### src/rtl/aether_pifo_pkg.sv
// Shared types for the PIFO front end: the {meta, prio} entry layout and the
// per-cycle command issued to the PIFO tree.
package aether_pifo_pkg;

    localparam int PRIO_W = 16;
    localparam int META_W = 32;

    typedef struct packed {
        logic [META_W-1:0] meta;
        logic [PRIO_W-1:0] prio;
    } entry_t;

    typedef enum logic [1:0] {
        OP_NONE = 2'd0,
        OP_PUSH = 2'd1,
        OP_POP  = 2'd2
    } op_t;

    // Encoding of the one-bit round-robin history register.
    localparam logic GRANT_PUSH = 1'b0;
    localparam logic GRANT_POP  = 1'b1;

endpackage

### src/rtl/aether_pifo_result_fifo.sv
// Show-ahead synchronous FIFO holding PIFO pop results until the consumer
// takes them; a write and a read may share a cycle even when full.
module aether_pifo_result_fifo #(
    parameter int W     = 48,
    parameter int DEPTH = 4,
    parameter int CW    = $clog2(DEPTH + 1)
) (
    input  logic          clk,
    input  logic          srst,
    input  logic          wr_en,
    input  logic [W-1:0]  wr_data,
    input  logic          rd_en,
    output logic [W-1:0]  rd_data,
    output logic          not_empty,
    output logic [CW-1:0] count
);
    localparam int AW = (DEPTH > 1) ? $clog2(DEPTH) : 1;

    logic [W-1:0]  mem [DEPTH];
    logic [AW-1:0] wr_ptr_reg;
    logic [AW-1:0] rd_ptr_reg;
    logic [CW-1:0] count_reg;
    logic          do_rd;
    logic          do_wr;

    always_comb begin
        do_rd = rd_en && (count_reg != '0);
        // A full buffer can still accept a write when the head leaves this cycle.
        do_wr = wr_en && ((count_reg != CW'(DEPTH)) || do_rd);
    end

    always_ff @(posedge clk) begin
        if (do_wr) begin
            mem[wr_ptr_reg] <= wr_data;
        end
    end

    always_ff @(posedge clk) begin
        if (srst) begin
            wr_ptr_reg <= '0;
            rd_ptr_reg <= '0;
            count_reg  <= '0;
        end else begin
            if (do_wr) begin
                wr_ptr_reg <= (wr_ptr_reg == AW'(DEPTH - 1)) ? '0 : wr_ptr_reg + AW'(1);
            end
            if (do_rd) begin
                rd_ptr_reg <= (rd_ptr_reg == AW'(DEPTH - 1)) ? '0 : rd_ptr_reg + AW'(1);
            end
            case ({do_wr, do_rd})
                2'b10:   count_reg <= count_reg + CW'(1);
                2'b01:   count_reg <= count_reg - CW'(1);
                default: count_reg <= count_reg;
            endcase
        end
    end

    assign rd_data   = mem[rd_ptr_reg];
    assign not_empty = (count_reg != '0);
    assign count     = count_reg;

endmodule

### src/rtl/aether_pifo_frontend.sv
// Front end for a PIFO tree: arbitrates push/pop commands, tracks occupancy,
// and buffers pop results with credit so a stalled consumer never loses data.
module aether_pifo_frontend
    import aether_pifo_pkg::*;
#(
    parameter int PTW       = 16,
    parameter int MTW       = 32,
    parameter int CAPACITY  = 87380,
    parameter int POP_LAT   = 2,
    parameter int OUT_DEPTH = 4
) (
    input  logic                           i_clk,
    input  logic                           i_rst,
    input  logic                           i_enq_valid,
    output logic                           o_enq_ready,
    input  logic [MTW+PTW-1:0]             i_enq_data,
    input  logic                           i_deq_req,
    output logic                           o_deq_req_ready,
    output logic                           o_push,
    output logic                           o_pop,
    output logic [MTW+PTW-1:0]             o_data,
    input  logic                           i_pifo_ready,
    input  logic [MTW+PTW-1:0]             i_pifo_data,
    output logic                           o_deq_valid,
    input  logic                           i_deq_ready,
    output logic [MTW+PTW-1:0]             o_deq_data,
    output logic [$clog2(CAPACITY+1)-1:0]  o_count,
    output logic                           o_full,
    output logic                           o_empty
);
    localparam int W   = MTW + PTW;
    localparam int CW  = $clog2(CAPACITY + 1);
    localparam int IFW = $clog2(POP_LAT + 1);
    localparam int FCW = $clog2(OUT_DEPTH + 1);
    localparam int CRW = $clog2(OUT_DEPTH + POP_LAT + 1) + 1;

    logic [CW-1:0]      count_reg;
    logic               last_grant_reg;
    logic [POP_LAT-1:0] inflight_sr_reg;
    logic [IFW-1:0]     in_flight;
    logic [FCW-1:0]     buf_count;
    logic               credit_ok;
    logic               push_elig;
    logic               pop_elig;
    op_t                op;

    always_comb begin
        in_flight = '0;
        for (int i = 0; i < POP_LAT; i++) begin
            in_flight = in_flight + IFW'(inflight_sr_reg[i]);
        end
    end

    // Every slot of the result buffer is either filled or reserved by a pop still in the tree.
    assign credit_ok = (CRW'(in_flight) + CRW'(buf_count)) < CRW'(OUT_DEPTH);

    always_comb begin
        push_elig = !i_rst && i_enq_valid && i_pifo_ready && (count_reg < CW'(CAPACITY));
        pop_elig  = !i_rst && i_deq_req && i_pifo_ready && (count_reg != '0) && credit_ok;
        op        = OP_NONE;
        if (push_elig && pop_elig) begin
            op = (last_grant_reg == GRANT_POP) ? OP_PUSH : OP_POP;
        end else if (push_elig) begin
            op = OP_PUSH;
        end else if (pop_elig) begin
            op = OP_POP;
        end
    end

    assign o_push          = (op == OP_PUSH);
    assign o_pop           = (op == OP_POP);
    assign o_enq_ready     = o_push;
    assign o_deq_req_ready = o_pop;
    assign o_data          = o_push ? i_enq_data : '0;

    always_ff @(posedge i_clk) begin
        if (i_rst) begin
            count_reg       <= '0;
            last_grant_reg  <= GRANT_POP;
            inflight_sr_reg <= '0;
        end else begin
            case (op)
                OP_PUSH: count_reg <= count_reg + CW'(1);
                OP_POP:  count_reg <= count_reg - CW'(1);
                default: count_reg <= count_reg;
            endcase
            // History only moves on contention so lone requests never skew fairness.
            if (push_elig && pop_elig) begin
                last_grant_reg <= (op == OP_POP) ? GRANT_POP : GRANT_PUSH;
            end
            inflight_sr_reg[0] <= (op == OP_POP);
            for (int i = 1; i < POP_LAT; i++) begin
                inflight_sr_reg[i] <= inflight_sr_reg[i-1];
            end
        end
    end

    aether_pifo_result_fifo #(
        .W     (W),
        .DEPTH (OUT_DEPTH),
        .CW    (FCW)
    ) u_result_fifo (
        .clk       (i_clk),
        .srst      (i_rst),
        .wr_en     (inflight_sr_reg[POP_LAT-1]),
        .wr_data   (i_pifo_data),
        .rd_en     (i_deq_ready),
        .rd_data   (o_deq_data),
        .not_empty (o_deq_valid),
        .count     (buf_count)
    );

    assign o_count = count_reg;
    assign o_full  = (count_reg == CW'(CAPACITY));
    assign o_empty = (count_reg == '0);

endmodule

### config.mk
export PLATFORM = sky130hd
export DESIGN_NAME = aether_pifo_frontend
export DESIGN_NICKNAME = d
export VERILOG_FILES = /design/src/rtl/aether_pifo_pkg.sv /design/src/rtl/aether_pifo_result_fifo.sv /design/src/rtl/aether_pifo_frontend.sv
export SDC_FILE = /design/constraint.sdc
export NUM_CORES = 1
export LEC_CHECK = 0
export BUFFER_PORTS_ARGS = -buffer_cell sky130_fd_sc_hd__buf_2
export CAP_MARGIN = 20
export CORE_MARGIN = 5
export CORE_UTILIZATION = 50
export CTS_BUF_LIST = sky130_fd_sc_hd__clkbuf_16
export DETAILED_ROUTE_END_ITERATION = 8
export GPL_TIMING_DRIVEN = 0
export PLACE_DENSITY = 0.81
export SLEW_MARGIN = 20
export SYNTH_ARGS = -nofsm -noshare
export SYNTH_HDL_FRONTEND = slang
export SYNTH_SLANG_ARGS = --single-unit
### constraint.sdc
create_clock -name i_clk -period 9.4 [get_ports i_clk]
set_input_delay 0.47 -clock i_clk [delete_from_list [all_inputs] [get_ports i_clk]]
set_output_delay 0.47 -clock i_clk [all_outputs]
set_load 0.02 [all_outputs]
==> results of run 1 <==
## area by class of cell
type	instances	area, µm²
well taps	234	293
repair buffers	221	1110
flip-flops and latches	221	6350
clock buffers	23	576
clock inverters	17	83.8
inverters	12	45.0
plain buffers	23	110
fillers	1380	7110
diodes	1	2.50
multi-input cells	312	2850
## routing by layer
metal  part of all wire (%)  vias to the layer above
li1                       -                     2710
met1                     42                     2808
met2                     50                      169
met3                    6.7                       27
met4                    1.6                        2
met5                  0.034                        -
## critical path: cells and delay by family (launching register included)
kind	cells	cell delay (ns)
AOI/OAI and AO/OA	5	1.41
and+or+nand+nor	5	1.34
adders and majority gates	2	1.19
DFF	1	0.35
buffers and inverters	1	0.08
## logic make-up after synthesis
family | share of synthesized area, %
AO/OA/AOI/OAI | 4.78
XOR/XNOR | 1.22
adder cells (fa/ha/maj) | 3.51
buffers and inverters | 1.66
flip-flops | 68.0
multiplexers | 12.3
AND/OR/NAND/NOR | 8.53
## power breakdown
| part | switching (W) | internal, W |
|---|---|---|
| clock network | 0.000345 | 0.000445 |
| logic | 0.000292 | 0.000218 |
| registers | 0.0000215 | 0.00109 |
## through the flow
stage | hold slack, ns | cells
after global placement | 0.457 | 1023
after floorplan | 0.445 | 568
after CTS | 0.182 | 1063
final | 0.205 | 1064
after detailed placement | 0.464 | 1023
after global routing | 0.182 | 1063
## layout by cell type, fill, tap and decap left out, drive strengths merged, types with 2 or more instances in the layout
master	instances
mux4	48
inv	16
and2	53
a21o	5
fa	2
o21bai	2
dfxtp	29
ha	23
o22ai	3
nand2	26
or4	2
a211oi	5
a2111oi	2
clkinvlp	2
o21ai	11
nand3	5
edfxtp	192
nor2b	5
nor4	3
clkbuf	35
or3	2
xor2	7
and3	3
buf	231
nor3	9
nand3b	2
xnor2	6
a31oi	3
o211ai	3
or2	3
clkinv	11
nor2	31
a21oi	26
mux2i	6
## worst max path at each step
stage	start	endpoint	slack, ns	cells after the start
detailed placement	i_rst	o_count[16]$_SDFFE_PP0P_	4.84	13
floorplan	o_count[9]$_SDFFE_PP0P_	o_count[16]$_SDFFE_PP0P_	5.11	13
global route	o_count[9]$_SDFFE_PP0P_	o_count[13]$_SDFFE_PP0P_	4.50	12
CTS	o_count[9]$_SDFFE_PP0P_	o_count[16]$_SDFFE_PP0P_	4.89	13
global placement	i_rst	o_count[13]$_SDFFE_PP0P_	4.88	13
finish	o_count[9]$_SDFFE_PP0P_	o_count[16]$_SDFFE_PP0P_	4.89	13
## cell usage after synthesis, drive strengths merged, types with 2 or more instances
| cell | count | area [µm²] |
|---|---|---|
| nand3b | 2 | 15.0 |
| xnor2 | 6 | 52.6 |
| and3 | 3 | 18.8 |
| nor3 | 9 | 45.0 |
| o21bai | 2 | 15.0 |
| o211ai | 3 | 22.5 |
| or2 | 3 | 18.8 |
| a31oi | 3 | 18.8 |
| fa | 2 | 40.0 |
| or4 | 2 | 18.8 |
| mux4 | 48 | 1080 |
| o21ai | 11 | 55.1 |
| nand3 | 5 | 25.0 |
| a2111oi | 2 | 17.5 |
| or3 | 2 | 12.5 |
| buf | 10 | 56.3 |
| edfxtp | 192 | 5770 |
| nor2 | 31 | 116 |
| nor2b | 5 | 31.3 |
| inv | 11 | 41.3 |
| and2 | 53 | 332 |
| mux2i | 6 | 60.1 |
| nand2 | 26 | 97.6 |
| a211oi | 5 | 37.5 |
| xor2 | 7 | 61.3 |
| ha | 23 | 288 |
| a21oi | 26 | 138 |
| clkbuf | 12 | 45.0 |
| a21o | 5 | 38.8 |
| nor4 | 3 | 18.8 |
| dfxtp | 29 | 581 |
| o22ai | 3 | 18.8 |
==> impl_metrics.toml, run 1 <==
[outcome]
status = "finished, final reports clean"

[timing]
hold_violations = 0
relSlewSlack_pct = 31.8
setup_viol = 0
drv_slew = 0
setup_slack_ns = 4.89
tightest_slew_ns = 1.02
fin_crit_sh_pct = 47.9
fin_skew_ns = 0.00727
fin_setup_tns_ns = 0
rsz0062_at_grt = "false"
min_period_ns = 4.51
fmax_mhz = 222

[floorplan]
row_count = 50
initial_core_util_pct = 50.4
dieHeight_um = 147
die_w_um = 147
core_area_um2 = 18500
top_level_ports = 222
fp.dieArea_um2 = 21500

[clock_network]
cts_buffer_depth = 3
cts_root_buf = "clkbuf_16"
cts_resized = 0
cts_tree = "done"
cts_sinks = 221
cts_buffers = 23
cts_setup_buffers = 0
cts.clk_slew.worst_paths_ns = 0.06
insertion_delay_ns = 0.48
ctsHtreeMaxLevel = 1
ctsHoldBuffers = 0

[grt]
gr-usage-met2_pct = 30.4
antenna_found_initial = 1
grtUsageMet1_pct = 25.8
grt_pass1_wl_um = 31600
grt-busiest-layer = "met2"
grt_start_max_net_pins = 49
grt_pass1_vias = 5688
grt_use_met3_pct = 3.63
grt_overflow = 0
track_usage_pct = 18.5

[drt]
drc = 0
drt_iter0_drc = 289
avgRoutedWirePerCell_um = 19.2
wirelength_um = 20400
vias_per_cell = 5.37
vias = 5716
drt_first_pass_iters = 4
postRouteAntennaNets = 0

[setup_path]
ff2ff_path_depth = 13
setup.worst_path.class = "reg -> reg"
worst-path-max-fanout = 24
cp-end-kind = "flip-flop"
path_cells = "nor4_1 -> nand3_1 -> nor2_1 -> nor2_1 -> a21boi_0 -> inv_1 -> ha_1 -> fa_1 -> a211oi_1 -> o21ai_0 -> o2111a_1 -> o221a_1 -> or4_1"
r2r-end = "o_count[16]$_SDFFE_PP0P_"
cpMostUsedCell = "nor2_1"
timing.rr.start = "o_count[9]$_SDFFE_PP0P_"
worstPathRequired_ns = 9.75
slowest_stage = "fa_1"
cpPeakStageDelay_ns = 0.63
r2r_slack_ns = 4.89
setup.worst_path.start_class = "flip-flop"
cp.arrival_ns = 4.86

[layout]
fin_area_um2 = 11400
utilization_pct = 61.6
area_growth_pct = 22.2
largest_reg_flops = 192
num-nets-final = 941
drive_gt1_share_pct = 38.5

[synth]
syn_inst = 568
synth_top_flop_cell = "edfxtp_1"
ys_ff_latch = 221
synth.distinct_cells = 56
synth_edf_count = 192
async_reset_ff_share_pct = 0
synth_seq_area_share_pct = 68.0
synth_warnings = 0
syn_avg_cell_area_um2 = 16.4
syn-cell-area_um2 = 9340
syn_nets = 695

[power]
power.density_nw_per_um2 = 211
ir_worst_vdd_v = 0.0000943
leakage_nw = 4.42
total_power_w = 0.00241

[placed_design]
placed_cell_area_um2 = 10700
portBuffers = 221
gp_congestion = 0.833
dp_hpwl_um = 13500
dpl_worst_slack_ns = 4.84

[hold_path]
min_delay_path_depth = 1
hold_path_class = "in -> reg"
whs_endpoint = "u_result_fifo.mem[2][5]$_DFFE_PP_"
min_from = "i_pifo_data[5]"

[run]
drv_cap = 0
No activity file was read; power rests on OpenSTA's default activity.
==> run 2: changes to the inputs <==
clock period = 4.7 ns   (was 9.4 ns; I/O delays follow)
==> impl_metrics.toml, run 2 (synthesis results as in run 1) <==
[setup_path]
cp_top_family = "compound AO/OA/AOI/OAI gates"
ff2ff_path_depth = 13
cpMostUsedCell = "nor2_1"
cp.depth = 13
r2r-end = "o_count[16]$_SDFFE_PP0P_"
r2r_slack_ns = 0.45
crit_path_start = "o_count[9]$_SDFFE_PP0P_"
slowest_stage = "fa_1"
worstPathRequired_ns = 5.05
crit_end = "o_count[16]$_SDFFE_PP0P_"
timing.critical_path.buf_inv = 1
setup.worst_path.start_class = "flip-flop"
setup.worst_path.class = "reg -> reg"
cp-end-kind = "flip-flop"
worst-path-max-fanout = 24
timing.rr.start = "o_count[9]$_SDFFE_PP0P_"
cp.arrival_ns = 4.60
cpPeakStageDelay_ns = 0.55
path_cells = "nor4_1 -> nand3_1 -> nor2_1 -> nor2_1 -> a21boi_0 -> inv_1 -> ha_2 -> fa_1 -> a211oi_1 -> o21ai_0 -> o2111a_1 -> o221a_1 -> or4_1"

[timing]
tightest_slew_ns = 0.948
whs_ns = 0.0669
min_period_ns = 4.25
rsz0062_at_grt = "false"
relSlewSlack_pct = 36.8
fin_crit_sh_pct = 90.5
fmax_mhz = 235
fin_setup_tns_ns = 0
setup_slack_ns = 0.448
hold_violations = 0
setup_viol = 0
fin_skew_ns = 0.00708
drv_slew = 0

[drt]
drt_first_pass_iters = 4
drt_iter0_drc = 285
avgRoutedWirePerCell_um = 20.0
vias_per_cell = 5.35
wirelength_um = 22300
drc = 0
postRouteAntennaNets = 0
vias = 5947

[layout]
largest_reg_flops = 192
utilization_pct = 64.2
num-nets-final = 989
area_growth_pct = 27.3
drive_gt1_share_pct = 36.5
mostFrequentLayoutCells = "224 x buf_2, 192 x edfxtp_1, 49 x and2_1"
layout_commonest_cell = "buf_2"

[clock_network]
cts_buffer_depth = 3
cts_root_buf = "clkbuf_16"
cts_sinks = 221
cts_buffers = 23
ctsHtreeMaxLevel = 1
cts.clk_slew.worst_paths_ns = 0.06
cts_tree = "done"
insertion_delay_ns = 0.48

[grt]
grt_overflow = 0
grt_pass1_wl_um = 34200
grt_start_max_net_pins = 49
antenna_found_initial = 0
grt_pass1_vias = 6035
track_usage_pct = 20.2

[power]
ir_worst_vdd_v = 0.000189
seq_power_share_pct = 45.5
power.density_nw_per_um2 = 409
leakage_nw = 4.62
clock_power_share_pct = 32.6
p_switching_w = 0.00135
intPower_w = 0.00352
comb_power_share_pct = 21.9
p_sw_share_pct = 27.6

[floorplan]
dieHeight_um = 147
top_level_ports = 222
core_area_um2 = 18500
die_w_um = 147
initial_core_util_pct = 50.4
fp.dieArea_um2 = 21500
row_count = 50

[outcome]
status = "finished, final reports clean"

[hold_path]
hold_path_class = "in -> reg"
min_delay_path_depth = 3

[placed_design]
dp_hpwl_um = 13500
portBuffers = 221
gp_congestion = 0.833
dpl_worst_slack_ns = 0.215

[run]
drv_cap = 0
## run 2: worst min path at each step
stage                    startpoint                                        to  slack [ns]
detailed placement  i_pifo_data[10]        u_result_fifo.mem[0][10]$_DFFE_PP_        0.45
finish                  i_deq_ready                                 flip-flop        0.07
global placement    i_pifo_data[12]        u_result_fifo.mem[1][12]$_DFFE_PP_        0.45
CTS                     i_deq_ready                                 flip-flop        0.04
global route            i_deq_ready  u_result_fifo.rd_ptr_reg[1]$_SDFFE_PP0P_        0.09
floorplan            i_pifo_data[0]         u_result_fifo.mem[0][0]$_DFFE_PP_        0.33
## run 2: power groups by stage
stage	logic (W)	clock network (W)	registers (W)
2_1_floorplan	0.000701	0	0.00226
3_3_place_gp	0.00101	0	0.00226
3_5_place_dp	0.00102	0	0.00226
4_1_cts	0.00107	0.00162	0.00222
5_1_grt	0.00116	0.00171	0.00222
6_report	0.00107	0.00159	0.00222
## run 2: timing repair
action | CTS | global route
endpoints found under the setup margin | 0 | 4
hold endpoints to repair | 192 | 0
setup buffers | 0 | 0
hold buffers | 48 | 0
resized for setup | 0 | 1
## run 2: layout make-up
class / instances / area, µm²
timing repair buffer: 269 / 1590
multi-input combinational: 312 / 2850
clock buffer: 23 / 576
clock inverter: 17 / 83.8
sequential: 221 / 6350
buffer: 23 / 110
antenna: 1 / 2.50
fill: 1324 / 6630
inverter: 12 / 45.0
tap: 234 / 293
## run 2: routing by layer
layer	global-route usage, %	vias up	part of all wire [%]
met3	3.51	27	5.4
met5	0	-	0
met2	34.8	171	51
li1	-	2802	-
met1	27.2	2947	42
met4	4.66	0	1.9
## run 2: tightest hold or removal path, stage by stage
cell and delay [ns]:
buf_2 0.12, nand3_1 0.06, a21oi_1 0.07
## run 2: through the flow
step / cell area [µm²] / std cells / total power (W)
after floorplan: 9340 / 568 / 0.00296
after global placement: 10700 / 1023 / 0.00327
after detailed placement: 10700 / 1023 / 0.00328
after CTS: 11900 / 1111 / 0.00490
after global routing: 11900 / 1111 / 0.00509
final: 11900 / 1112 / 0.00487
==> run 3: changes to the inputs <==
ABC_AREA = 1   (was unset)
PLACE_DENSITY = 0.74   (was 0.81)
==> impl_metrics.toml, run 3 <==
[setup_path]
path_cells = "ha_1 -> a21oi_1 -> nor2_1 -> nor2_1 -> nand2_1 -> inv_2 -> a21oi_2 -> inv_2 -> ha_1 -> ha_1 -> or2_4 -> nand3b_1 -> nand2_2 -> nand2_2 -> nand2_1 -> nand2_1 -> nand3_1 -> nand2_1 -> inv_1"
setup.worst_path.class = "reg -> reg"
cp-end-kind = "flip-flop"
slowest_stage = "ha_1"
crit_path_start = "u_result_fifo.count[0]$_SDFFE_PP0P_"
worst-path-max-fanout = 21
cpPeakStageDelay_ns = 0.77
cpMostUsedCell = "nand2_1"
setup.worst_path.start_class = "flip-flop"
cp.arrival_ns = 3.83
worstPathRequired_ns = 5.10
timing.rr.start = "u_result_fifo.count[0]$_SDFFE_PP0P_"

[clock_network]
cts.clk_slew.worst_paths_ns = 0.06
cts_buffers = 24
cts_buffer_depth = 3
cts_root_buf = "clkbuf_16"
cts_tree = "done"
cts_sinks = 221
insertion_delay_ns = 0.50
ctsHtreeMaxLevel = 1
cts_setup_buffers = 0

[layout]
stdcell_count = 1589
num-nets-final = 1430
drive_gt1_share_pct = 24.9
mostFrequentLayoutCells = "230 x buf_2, 192 x edfxtp_1, 157 x nand2_1"
antennaDiodeCount = 0
area_growth_pct = 28.7
largest_reg_flops = 192
layout_commonest_cell = "buf_2"

[placed_design]
dp_hpwl_um = 17100
portBuffers = 220
gp_congestion = 0.863
placed_cells = 1499

[grt]
grtUsageMet1_pct = 27.4
antenna_found_initial = 0
grt_overflow = 0
gr-usage-met2_pct = 36.6
grt_use_met3_pct = 3.87
grt_start_max_net_pins = 25
grt_pass1_vias = 8024
track_usage_pct = 21.1
grt-busiest-layer = "met2"
grt_pass1_wl_um = 40300

[outcome]
status = "finished, final reports clean"

[power]
leakage_nw = 5.83
intPower_w = 0.00381
clock_power_share_pct = 30.0
comb_power_share_pct = 31.9
power.density_nw_per_um2 = 452
ir_worst_vdd_v = 0.000255
seq_power_share_pct = 38.2
p_switching_w = 0.00206
p_sw_share_pct = 35.1

[timing]
fin_crit_sh_pct = 72.9
rsz0062_at_grt = "false"
setup_viol = 0
fmax_mhz = 292
relSlewSlack_pct = 37.0
fin_skew_ns = 0.0133
hold_violations = 0
tightest_slew_ns = 0.945
min_period_ns = 3.43
drv_slew = 0
fin_setup_tns_ns = 0

[floorplan]
die_w_um = 152
fp.dieArea_um2 = 23100
initial_core_util_pct = 50.4
row_count = 52
core_area_um2 = 20000
top_level_ports = 222
dieHeight_um = 152

[synth]
ys_ff_latch = 221
synth.distinct_cells = 37
syn_inst = 1001
yosysTopAreaCell = "edfxtp_1"
synth_edf_count = 192
synth_seq_area_share_pct = 62.9
synth_top_cell_area_share_pct = 57.1
synth.area.top_cells = "edfxtp_1 57%, nand2_1 5.8%, dfxtp_1 5.8%"
synth_most_common_cell = "edfxtp_1"
syn_nets = 1128
async_reset_ff_share_pct = 0
synth_top_flop_cell = "edfxtp_1"
synth_warnings = 0
syn-cell-area_um2 = 10100
synth_common_cells = "192 x edfxtp_1, 157 x nand2_1, 140 x nor2_1"
syn_avg_cell_area_um2 = 10.1

[drt]
vias = 8032
drc = 0
drt_iter0_drc = 477
postRouteAntennaNets = 0
avgRoutedWirePerCell_um = 16.0
drt_first_pass_iters = 5
vias_per_cell = 5.05
wirelength_um = 25400

[run]
drv_cap = 0

[hold_path]
min_from = "i_rst"
hold_path_class = "in -> reg"
[run 3: kinds of logic (layout without fill, tap and decap cells)]
logic type / after synthesis / count (layout) / share of synthesized area, %
buf+inv: 194 / 512 / 7.67
xor+xnor: 5 / 5 / 0.434
compound gates: 189 / 189 / 10.4
flops: 221 / 221 / 62.9
simple gates: 367 / 367 / 15.4
fa+ha+maj: 25 / 25 / 3.25
[run 3: power by group through the flow]
stage	clock (W)	sequential, W	combinational [W]
2_1_floorplan	0	0.00229	0.00116
3_3_place_gp	0	0.00228	0.00179
3_5_place_dp	0	0.00228	0.00182
4_1_cts	0.00178	0.00224	0.00187
5_1_grt	0.00187	0.00225	0.00204
6_report	0.00176	0.00224	0.00187
[run 3: final cells by class]
class	count	area [µm²]
buffer	44	211
clock buffer	24	601
clock inverter	18	145
fill	1576	7050
inverter	150	563
multi-input combinational	586	3000
sequential	221	6350
tap	270	338
timing repair buffer	276	1780
[run 3: metrics by stage]
stage	total power, W	utilization, %	worst slack [ns]	hold WS, ns	cell area (µm²)
after floorplan	0.00344	-	1.51	0.334	10100
after global placement	0.00408	57.5	-0.179	0.415	11500
after detailed placement	0.00411	58.7	1.27	0.422	11800
after CTS	0.00589	64.8	1.25	0.0462	13000
after global routing	0.00616	64.8	0.872	0.0809	13000
final	0.00587	64.8	1.27	0.0543	13000
[run 3: layer usage]
layer | vias up | routed length (µm)
met5 | - | 0
met2 | 307 | 12500
li1 | 3963 | -
met1 | 3722 | 10500
met3 | 40 | 1810
met4 | 0 | 529
[run 3: final timing paths]
path,endpoint,slack [ns],cells after the start
setup reg to reg,o_count[13]$_SDFFE_PP0P_,1.27,19
hold reg to reg,inflight_sr_reg[1]$_SDFF_PP0_,0.44,2
setup / recovery,o_count[13]$_SDFFE_PP0P_,1.27,19
hold / removal,o_count[9]$_SDFFE_PP0P_,0.05,4
[run 3: critical path: cells and delay by family (launching register included)]
kind                     cells  cell delay, ns
buffers and inverters        3            0.17
AND/OR/NAND/NOR             11            1.08
adder cells (fa/ha/maj)      3            1.44
AO/OA/AOI/OAI                2            0.20
flip-flops                   1            0.41
[run 3: repair_timing]
action | 4_1_cts | 5_1_grt
hold buffers | 48 | 0
endpoints found under the hold margin | 192 | 0
resized for setup | 0 | 0
